<file path="src/rtl/testport_capture.sv">
`default_nettype none
// ============================================================================
//  Module   : testport_capture
//  Purpose  : Snoops committed processor stores to the simulation test port,
//             frames them into a BEGIN/END session and streams one
//             {data, index} record per store through a small FWFT FIFO.
//  Revision : 1.0  initial release
// ============================================================================
module testport_capture #(
  parameter logic [29:0] TEST_PORT    = 30'h3FF,
  parameter logic [31:0] BEGIN_SYMBOL = 32'h00000168,
  parameter logic [31:0] END_SYMBOL   = 32'h00000D5D,
  parameter int          DEPTH        = 4
) (
  input  logic        clk,
  input  logic        rst,
  input  logic [29:0] proc_addr,
  input  logic [31:0] proc_wdata,
  input  logic        proc_write,
  input  logic        proc_stall,
  output logic        out_valid,
  input  logic        out_ready,
  output logic [31:0] out_data,
  output logic [11:0] out_index,
  output logic [15:0] cycles,
  output logic        active,
  output logic        done,
  output logic        overflow
);

  localparam int PTR_W = $clog2(DEPTH);
  localparam int CNT_W = $clog2(DEPTH) + 1;
  localparam int REC_W = 32 + 12;

  typedef enum logic [1:0] {
    ST_IDLE = 2'd0,
    ST_RUN  = 2'd1,
    ST_DONE = 2'd2
  } state_t;

  state_t            state_q, state_d;
  logic [11:0]       index_q, index_d;
  logic [15:0]       cycles_q, cycles_d;
  logic              overflow_q, overflow_d;
  logic [PTR_W-1:0]  wr_ptr_q, wr_ptr_d;
  logic [PTR_W-1:0]  rd_ptr_q, rd_ptr_d;
  logic [CNT_W-1:0]  count_q, count_d;
  logic [REC_W-1:0]  mem_q [DEPTH];
  logic [REC_W-1:0]  mem_d [DEPTH];

  logic commit;
  logic push;
  logic pop;
  logic accept;
  logic fifo_full;
  logic fifo_empty;

  // A store counts once: only on the cycle the D-cache lets it through.
  assign commit     = proc_write && !proc_stall && (proc_addr == TEST_PORT);
  assign fifo_empty = (count_q == '0);
  assign fifo_full  = (count_q == CNT_W'(DEPTH));
  assign pop        = !fifo_empty && out_ready;
  // A pop in the same cycle frees the slot, so a push into a full FIFO survives.
  assign accept     = push && (!fifo_full || pop);

  // Session FSM, store ordinal, RUN cycle counter and sticky overflow flag.
  always_comb begin
    state_d    = state_q;
    index_d    = index_q;
    cycles_d   = cycles_q;
    overflow_d = overflow_q;
    push       = 1'b0;
    case (state_q)
      ST_IDLE: begin
        if (commit && (proc_wdata == BEGIN_SYMBOL)) begin
          state_d  = ST_RUN;
          index_d  = '0;
          cycles_d = '0;
        end
      end
      ST_RUN: begin
        if (cycles_q != 16'hFFFF) begin
          cycles_d = cycles_q + 16'd1;
        end
        if (commit) begin
          push    = 1'b1;
          // Ordinal advances even on a dropped push so the consumer sees a gap.
          index_d = index_q + 12'd1;
          if (proc_wdata == END_SYMBOL) begin
            state_d = ST_DONE;
          end
        end
      end
      ST_DONE: begin
        state_d = ST_DONE;
      end
      default: begin
        state_d = ST_IDLE;
      end
    endcase
    if (push && fifo_full && !pop) begin
      overflow_d = 1'b1;
    end
  end

  // FIFO storage, pointers and occupancy.
  always_comb begin
    mem_d    = mem_q;
    wr_ptr_d = wr_ptr_q;
    rd_ptr_d = rd_ptr_q;
    count_d  = count_q;
    if (accept) begin
      mem_d[wr_ptr_q] = {proc_wdata, index_q};
      wr_ptr_d        = wr_ptr_q + PTR_W'(1);
    end
    if (pop) begin
      rd_ptr_d = rd_ptr_q + PTR_W'(1);
    end
    case ({accept, pop})
      2'b10:   count_d = count_q + CNT_W'(1);
      2'b01:   count_d = count_q - CNT_W'(1);
      default: count_d = count_q;
    endcase
  end

  // State register with asynchronous active-low reset.
  always_ff @(posedge clk or negedge rst) begin
    if (!rst) begin
      state_q    <= ST_IDLE;
      index_q    <= '0;
      cycles_q   <= '0;
      overflow_q <= 1'b0;
      wr_ptr_q   <= '0;
      rd_ptr_q   <= '0;
      count_q    <= '0;
      for (int i = 0; i < DEPTH; i++) begin
        mem_q[i] <= '0;
      end
    end else begin
      state_q    <= state_d;
      index_q    <= index_d;
      cycles_q   <= cycles_d;
      overflow_q <= overflow_d;
      wr_ptr_q   <= wr_ptr_d;
      rd_ptr_q   <= rd_ptr_d;
      count_q    <= count_d;
      mem_q      <= mem_d;
    end
  end

  // Head entry is presented first-word-fall-through; zero when nothing is held.
  assign out_valid = !fifo_empty;
  assign out_data  = fifo_empty ? 32'd0 : mem_q[rd_ptr_q][REC_W-1:12];
  assign out_index = fifo_empty ? 12'd0 : mem_q[rd_ptr_q][11:0];
  assign cycles    = cycles_q;
  assign active    = (state_q == ST_RUN);
  assign done      = (state_q == ST_DONE);
  assign overflow  = overflow_q;

endmodule
`default_nettype wire

</file>
<file path="config.mk">
export PLATFORM = sky130hd
export DESIGN_NAME = testport_capture
export DESIGN_NICKNAME = d
export VERILOG_FILES = /design/src/rtl/testport_capture.sv
export SDC_FILE = /design/constraint.sdc
export NUM_CORES = 1
export LEC_CHECK = 0
export ABC_AREA = 1
export CAP_MARGIN = 10
export CORE_MARGIN = 5
export CORE_UTILIZATION = 45
export CTS_CLUSTER_SIZE = 20
export DETAILED_ROUTE_END_ITERATION = 12
export GPL_TIMING_DRIVEN = 0
export HOLD_SLACK_MARGIN = 0.05
export PLACE_DENSITY_LB_ADDON = 0.3
export SYNTH_ARGS = -nofsm -noshare
export SYNTH_HDL_FRONTEND = slang
export SYNTH_SLANG_ARGS = --single-unit
</file>
<file path="constraint.sdc">
create_clock -name clk -period 2.8 [get_ports clk]
set_input_delay 0.56 -clock clk [delete_from_list [all_inputs] [get_ports clk]]
set_output_delay 0.56 -clock clk [all_outputs]
set_load 0.05 [all_outputs]
</file>
==> impl_summary.md, run 1 <==
Synthesis
The instance count of the mapped netlist is 1,331. The flip-flop and latch count after synthesis is 214. The post-synthesis xor/xnor area fraction is 0.843%.

Summing the areas of all and, or, nand and nor instances in the mapped netlist gives 23.2% of the synthesized area. During synthesis, Yosys emitted a total of 0 warnings. After synthesis, the mean cell area works out to 7.81 sq um.

The number of nets handed over by synthesis was 1,409. The share of the Yosys chip area taken by registers is 51.5%. After synthesis, the share of cell area in mux cells is 0%. After Yosys synthesis, full adders, half adders and majority gates account for 1.40% of the synthesized area. The combinational family with the most area after synthesis is simple AND/OR/NAND/NOR gates.

In this run the cell area of the synthesized design comes to 0.0104 sq mm. The number of different library cells in the post-synthesis netlist is 30. The complex-gate fraction of the synthesized area is 16.5%.

Drt
Dividing the detail-routed wire length by the instance count gives 17.2 um. The detailed router placed 9,602 vias in this run. The detail route stage leaves a number of antenna-violating nets equal to 0.

The iteration count of the initial detailed-routing pass is 5. The iteration-0 DRC count of the detailed router is 763. For this run, design rule violations remaining after detail routing come to 0.

The via density per instance is 5.37. The overall routed net length is 30.7 mm.

Placed design
After detailed placement, the total cell area comes to 0.0121 sq mm. At the end of routability-driven placement, the weighted congestion stood at 0.874. The wire-length estimate of the detail-placed layout is 21.2 mm. In this run the tool buffered the top-level ports with 130 buffer cells.

Job
Across the run, the number of max-cap violations was 0.

Setup path
The sum of buffers and inverters on the critical path is 2. Along the worst path, the maximum fanout reaches 10. The count of cell instances traversed by the critical path is 5. The critical path goes through clkbuf_1, nor2_1, o21ai_0, a21oi_1, clkdlybuf4s15_2. For the worst setup path, the data arrival time is 2.22 ns. The category of cells accounting for the largest share of critical-path delay is buffers and inverters.

STA puts the critical path data required time at 2.24 ns. The worst setup path is of the flip-flop to output port kind. Counting cells, the worst reg-to-reg path comes to 10. The standard cell with the maximum stage delay on the critical path is sky130_fd_sc_hd__dfrtp_2.

In this run the critical register-to-register path is launched from state_q[1]$_DFFE_PN0P_. The worst setup path startpoint is rd_ptr_q[1]$_DFFE_PN0P_. The kind of end point of the critical path is an output port. The nature of the critical path startpoint is a flip-flop. The longest individual stage delay on the worst path is 0.50 ns.

Final layout
In the layout the commonest cells are sky130_fd_sc_hd__nand2_1, sky130_fd_sc_hd__nor2_1, sky130_fd_sc_hd__dfrtp_1, sky130_fd_sc_hd__o21ai_0, sky130_fd_sc_hd__clkdlybuf4s50_1. The most common cell after layout, fill and taps aside is sky130_fd_sc_hd__nand2_1. The layout filler cell count is 2,097. The layout net count is 1,564. The share of cells above drive strength 1 is 9.85%. The final design instance area without fill is 0.0128 sq mm. The count of inserted antenna diode cells is 0. From synthesis to final layout, the design area changed by 23.3%.

CTS
The post-CTS setup buffer count is 0. After clock tree synthesis, the clock-pin slew on the worst setup and hold paths is 0.06 ns. The source-to-sink clock delay at the later pin of the worst-skew pair is 0.51 ns. The deepest clock path buffer count is 3. Counting every sink on the clock net gives 214. The clock tree root buffer cell is sky130_fd_sc_hd__clkbuf_16. The number of buffers created by CTS is 24.

CTS built an H-tree with a depth of 1. TritonCTS built the clock tree.

Floorplanning
In this run the count of I/O pins placed on the die edge is 131. The overall die width is 162 um. The area of the core region is 0.0227 sq mm. Once the floorplan was initialized, standard cells occupied 45.8% of the core. The area enclosed by the die boundary is 0.0262 sq mm. The die height is 162 um.

The total number of placement rows is 55.

Pwr
The worst-case vdd ir drop is 0.585 mV. The leakage power is 0.00589 uW. Dividing total power by cell area gives a power density of 875 mW/mm^2. The overall power consumption is 11,200 uW.

Global route
Global routing used 23.4% of the available tracks. Entering global routing, the biggest net connects 110 pins. The wire length of the first global-routing pass is 50.2 mm. After global routing the overflow that remains totals 0. The initial antenna violation count was 0. The number of global-route vias before repair is 9,664.

STA
The maximum clock frequency is 360 MHz. The setup skew after layout is 0.00932 ns. Setup repair after global routing could not meet its margin everywhere.

Setup violations remaining at the end of the flow were counted as 0. On the final layout, the worst hold slack is 0.0921 ns. The actual transition at the worst max-transition pin is 0.826 ns.

The final-report hold violation count came to 0. The final worst-path cycle share is 99.1%. In this run the tightest slew margin relative to its limit is 45.0%. The number of max-slew violations in the final report was 0. Subtracting the final worst setup slack from the clock period gives 2.78 ns.

Worst hold path
The tightest min-delay check is of the input port to async pin type.

Status
The flow ran to the end, and the final reports show no timing, DRC or antenna violations.
-- routing by layer --
layer	vias to the layer above	GRT usage [%]	part of all wire, %
li1	4634	-	-
met1	4541	30.6	42
met2	370	39.3	48
met3	57	5.13	7.7
met4	0	6.65	2.6
met5	-	0	0
-- worst paths after layout --
check | to | slack (ns)
max | out_data[11] | 0.02
min | mem_q[119]$_DFFE_PN0P_ | 0.09
max reg2reg | count_q[1]$_DFFE_PN0P_ | 0.21
min reg2reg | mem_q[22]$_DFFE_PN0P_ | 0.48
max in group asynchronous | mem_q[0]$_DFFE_PN0P_ | 1.65
min in group clk | mem_q[22]$_DFFE_PN0P_ | 0.48
-- synthesized netlist by cell type --
cell type	number	area [sq um]
sky130_fd_sc_hd__a41oi_2	1	16.3
sky130_fd_sc_hd__clkbuf_1	56	210
sky130_fd_sc_hd__buf_2	5	25.0
sky130_fd_sc_hd__nand2_1	295	1110
sky130_fd_sc_hd__ha_1	10	125
sky130_fd_sc_hd__nand2_2	1	6.26
sky130_fd_sc_hd__a211oi_1	1	7.51
sky130_fd_sc_hd__o21ai_0	194	971
sky130_fd_sc_hd__nor3_1	7	35.0
sky130_fd_sc_hd__fa_1	1	20.0
sky130_fd_sc_hd__buf_4	2	15.0
sky130_fd_sc_hd__nand4_1	17	106
sky130_fd_sc_hd__o21a_1	1	7.51
sky130_fd_sc_hd__nand3_1	32	160
sky130_fd_sc_hd__nand3_2	4	40.0
sky130_fd_sc_hd__nor2_1	246	923
sky130_fd_sc_hd__inv_2	4	15.0
sky130_fd_sc_hd__o21bai_1	1	7.51
sky130_fd_sc_hd__xor2_1	8	70.1
sky130_fd_sc_hd__inv_1	72	270
sky130_fd_sc_hd__o21ai_2	4	35.0
sky130_fd_sc_hd__nand3b_1	1	7.51
sky130_fd_sc_hd__nor3b_1	1	7.51
sky130_fd_sc_hd__xnor2_1	2	17.5
sky130_fd_sc_hd__nor3_4	1	16.3
sky130_fd_sc_hd__buf_1	5	18.8
sky130_fd_sc_hd__a21oi_1	54	270
sky130_fd_sc_hd__o21ai_1	80	400
sky130_fd_sc_hd__dfrtp_1	214	5360
sky130_fd_sc_hd__buf_6	11	124
-- power breakdown --
| part | switching [uW] | leakage, uW | internal [uW] | total, uW |
|---|---|---|---|---|
| Combinational | 3500 | 0.00252 | 1300 | 4810 |
| Clock | 1240 | 0.000393 | 1960 | 3200 |
| Sequential | 66.2 | 0.00297 | 3140 | 3200 |
| Total | 4810 | 0.00589 | 6400 | 11200 |
-- final cells by class --
type	instances	area [sq um]	share of cell area, %
plain buffers	77	447	3.49
clock buffers	34	679	5.30
clock inverters	8	115	0.899
inverters	76	285	2.23
multi-input cells	962	4370	34.1
flip-flops and latches	214	5360	41.8
well taps	285	357	2.78
repair buffers	131	1190	9.32
-- through the flow --
step / TNS [ns] / setup WS (ns) / instances / utilization [%]
final: 0 / 0.0246 / 1787 / 56.4
after detailed placement: -19.33 / -0.632 / 1747 / 53.2
after CTS: -0.422 / -0.0781 / 1787 / 56.6
after global placement: -1724.87 / -7.99 / 1746 / 53.1
after floorplan: 0 / 0.192 / 1331 / -
after global routing: -0.0811 / -0.0642 / 1787 / 56.4
-- worst register-to-register path, stage by stage (launching register included) --
cell                      delay, ns
sky130_fd_sc_hd__dfrtp_1       0.39
sky130_fd_sc_hd__inv_1         0.09
sky130_fd_sc_hd__ha_1          0.17
sky130_fd_sc_hd__buf_2         0.24
sky130_fd_sc_hd__inv_2         0.15
sky130_fd_sc_hd__nor3_4        0.37
sky130_fd_sc_hd__nand2_1       0.17
sky130_fd_sc_hd__ha_1          0.21
sky130_fd_sc_hd__inv_1         0.10
sky130_fd_sc_hd__fa_1          0.41
sky130_fd_sc_hd__o21ai_0       0.20
-- flip-flops by register name (all words and copies together) (netlist names) --
register  cells
rd_ptr_q      2
wr_ptr_q      2
cycles       16
state_q       2
count_q       3
index_q      12
overflow      1
mem_q       176
-- logic make-up (layout without fill, tap and decap cells) --
logic type	count (synthesis)	count (layout)
and+or+nand+nor	605	605
AOI/OAI and AO/OA	336	336
DFF	214	214
buffers and inverters	155	326
adders and majority gates	11	11
xor gates and xnor gates	10	10
-- repair_timing --
action	4_1_cts	5_1_grt
setup endpoints to repair	44	44
gates resized for setup	210	80
hold buffers	0	0
pin swaps	0	1
Note: power is estimated with default switching activity, not from simulation.
==> run 2, diff against run 1 <==
--- a/config.mk
+++ b/config.mk
@@ -9,11 +9,13 @@
 export CAP_MARGIN = 10
 export CORE_MARGIN = 5
 export CORE_UTILIZATION = 45
+export CTS_CLUSTER_DIAMETER = 30
 export CTS_CLUSTER_SIZE = 20
 export DETAILED_ROUTE_END_ITERATION = 12
 export GPL_TIMING_DRIVEN = 0
 export HOLD_SLACK_MARGIN = 0.05
 export PLACE_DENSITY_LB_ADDON = 0.3
+export SLEW_MARGIN = 20
 export SYNTH_ARGS = -nofsm -noshare
 export SYNTH_HDL_FRONTEND = slang
 export SYNTH_SLANG_ARGS = --single-unit
==> impl_summary.md, run 2 (synthesis results as in run 1) <==
Status
The flow ran to the end, and the final reports show no timing, DRC or antenna violations.

Floorplanning
The starting density of the core is 45.8%. The die covers 0.0262 sq mm. The total number of placement rows is 55. The die height is 162 um. The overall die width is 162 um. The area of the core region is 0.0227 sq mm.

For this design the top-level I/O count stands at 131.

STA
The actual transition at the worst max-transition pin is 0.615 ns. The final-report hold violation count came to 0. The clock arrives with 0.0162 ns of skew. The number of max-slew violations in the final report is 0. Hold timing on the final database bottoms out at a slack of 0.477 ns. The post-layout minimum cycle time is 2.76 ns. In this run the tightest slew margin relative to its limit is 58.7%. The worst path uses 98.5% of the clock period. Setup violations remaining at the end of the flow were counted as 0.

Setup repair after global routing left no endpoint under its margin. The maximum clock frequency is 363 MHz.

Global route
The number of global-route vias before repair came to 10.0k. Global routing used 24.3% of the available tracks across all layers. The largest net degree at the start of global routing is 79. The total overflow left after global routing is 0.

The first global-routing pass estimated 51.9 mm of wire. The initial antenna violation count is 0.

Pwr
The clock network burns 40.7% of the power. IR analysis of the VDD net gives a maximum drop of 0.603 mV. The internal power component is 8120 uW.

The switching share of power is 39.9%. In this run the power spent charging and discharging nets is 5390 uW. Per report_power, the combinational group accounts for 35.6% of the total. The leakage power is 0.00630 uW. The design draws 13,500 uW. The power per unit of standard cell area is 990 mW/mm^2. Of the total power, registers draw 23.7%.

CTS
The tree is rooted in a sky130_fd_sc_hd__clkbuf_16. In this run, CTS created clock tree buffers numbering 47. The CTS tree is yes. The clock sink count is 214.

The H-tree level count is 2. The clock slew at the register clock pins of the worst setup and hold paths is 0.05 ns. The deepest clock path buffer count is 3. The source-to-sink clock delay at the later pin of the worst-skew pair is 0.54 ns.

Drt
The via density per instance is 5.41. The count of nets left with antenna violations after detail routing is 0. Summed over all nets, wire length on met2 after detailed routing comes to 15.2 mm. The iteration-0 DRC count of the detailed router is 961. The top layer reached by signal wires is met4. The overall routed net length is 31.8 mm.

The average routed wire per standard cell is 17.4 um. The count of vias placed by the detailed router is 9,925. After detailed routing, the wire length on met1 is 13.2 mm. The number of remaining DRC errors is 0. The routed length on met3 is 2.65 mm. The iteration count of the initial detailed-routing pass is 5.

Final layout
The library cells used most frequently in the layout, excluding fill and tap cells, are sky130_fd_sc_hd__nand2_1, sky130_fd_sc_hd__nor2_1, sky130_fd_sc_hd__dfrtp_1, sky130_fd_sc_hd__o21ai_0, sky130_fd_sc_hd__clkdlybuf4s50_1. The share of cells above drive strength 1 is 12.6%. Ranked by flip-flop count, first place goes to mem_q. Compared with the post-synthesis result, the final layout area differs by 31.4%. The layout net count is 1,590. Once layout is complete, the cells apart from fillers number 1,833. Leaving out fill and tap cells, the most frequent cell in the layout is sky130_fd_sc_hd__nand2_1. The flip-flop count of the largest register, all copies and words added is 176.

The count of inserted antenna diode cells is 0.

Setup path
The nature of the critical path startpoint is a flip-flop. The critical path goes through inv_2, buf_2, nor2_1, o21ai_0, a21oi_1, buf_2. The slowest stage of the critical path belongs to the cell sky130_fd_sc_hd__dfrtp_2. The category of cells accounting for the largest share of critical-path delay is buffers and inverters. STA classifies the critical path endpoint as an output port. Along the worst path, the maximum fanout reaches 10.

The setup check on the worst reg-to-reg path leaves a slack of 0.23 ns. Among the stages of the critical path, the cell type that occurs most often is sky130_fd_sc_hd__buf_2. The kind of critical path is flip-flop to output port. Counting both buffers and inverters, the worst setup path holds a total of 3. The endpoint required time on the critical path is 2.24 ns. On the worst path, the slowest cell contributes a delay of 0.47 ns. Data arrives at the worst endpoint at 2.20 ns.

Worst hold path
The tightest min-delay check is of the flip-flop to flip-flop type.

Placed design
The congestion estimate from routability-driven global placement came to 0.874. The placed instance count is 1,748. Detailed placement ended at an HPWL of 21.3 mm.

During placement, the flow inserted port buffers numbering 130.

Job
The reported max-cap violation count is 0.
==> run 2: what timing repair did <==
action,4_1_cts,5_1_grt
hold buffers,1,0
hold endpoints to repair,68,0
buffers inserted,0,1
pin swaps,0,1
setup endpoints to repair,44,42
resized for setup,231,44
==> run 2: power groups by stage <==
stage | Clock [uW] | Sequential (uW) | Combinational, uW
final | 5500 | 3200 | 4810
after global routing | 5720 | 3210 | 5130
after floorplan | 0 | 3200 | 3220
after global placement | 0 | 3210 | 4960
after CTS | 5550 | 3210 | 4750
after detailed placement | 0 | 3210 | 4980
==> run 2: worst paths after layout <==
kind / from / to / cells after the start
worst max-delay path: rd_ptr_q[1]$_DFFE_PN0P_ / out_index[4] / 6
max in group asynchronous: rst / mem_q[144]$_DFFE_PN0P_ / 4
worst max register to register: state_q[1]$_DFFE_PN0P_ / count_q[1]$_DFFE_PN0P_ / 10
worst min register to register: mem_q[12]$_DFFE_PN0P_ / mem_q[12]$_DFFE_PN0P_ / 2
min in group asynchronous: rst / mem_q[162]$_DFFE_PN0P_ / 2
worst min-delay path: mem_q[12]$_DFFE_PN0P_ / mem_q[12]$_DFFE_PN0P_ / 2
==> run 2: area by class of cell <==
class,instances,area [sq um]
Buffer,77,453
Clock buffer,55,1260
Clock inverter,30,349
Fill cell,1993,9050
Inverter,76,285
Multi-Input combinational cell,962,4370
Sequential cell,214,5360
Tap cell,285,357
Timing Repair Buffer,134,1230
==> run 2: per-stage QoR <==
step                      area, sq um   TNS, ns  setup WS [ns]  util [%]
after floorplan                 10400         0          0.192         -
after global placement          12000  -1724.87          -7.99      53.1
after detailed placement        12100    -19.99         -0.617      53.3
after CTS                       13700         0        0.00480      60.1
after global routing            13700         0        0.00153      60.1
final                           13700         0         0.0432      60.1
==> run 2: worst min-delay path: stages, from the launching register on <==
cell	delay, ns
sky130_fd_sc_hd__dfrtp_1	0.33
sky130_fd_sc_hd__nand2_1	0.05
sky130_fd_sc_hd__o21ai_0	0.06
==> run 2: layer usage <==
metal | track usage [%] | vias up
li1 | - | 4698
met1 | 31.2 | 4756
met2 | 40.8 | 403
met3 | 5.38 | 68
met4 | 8.61 | 0
met5 | 0 | -
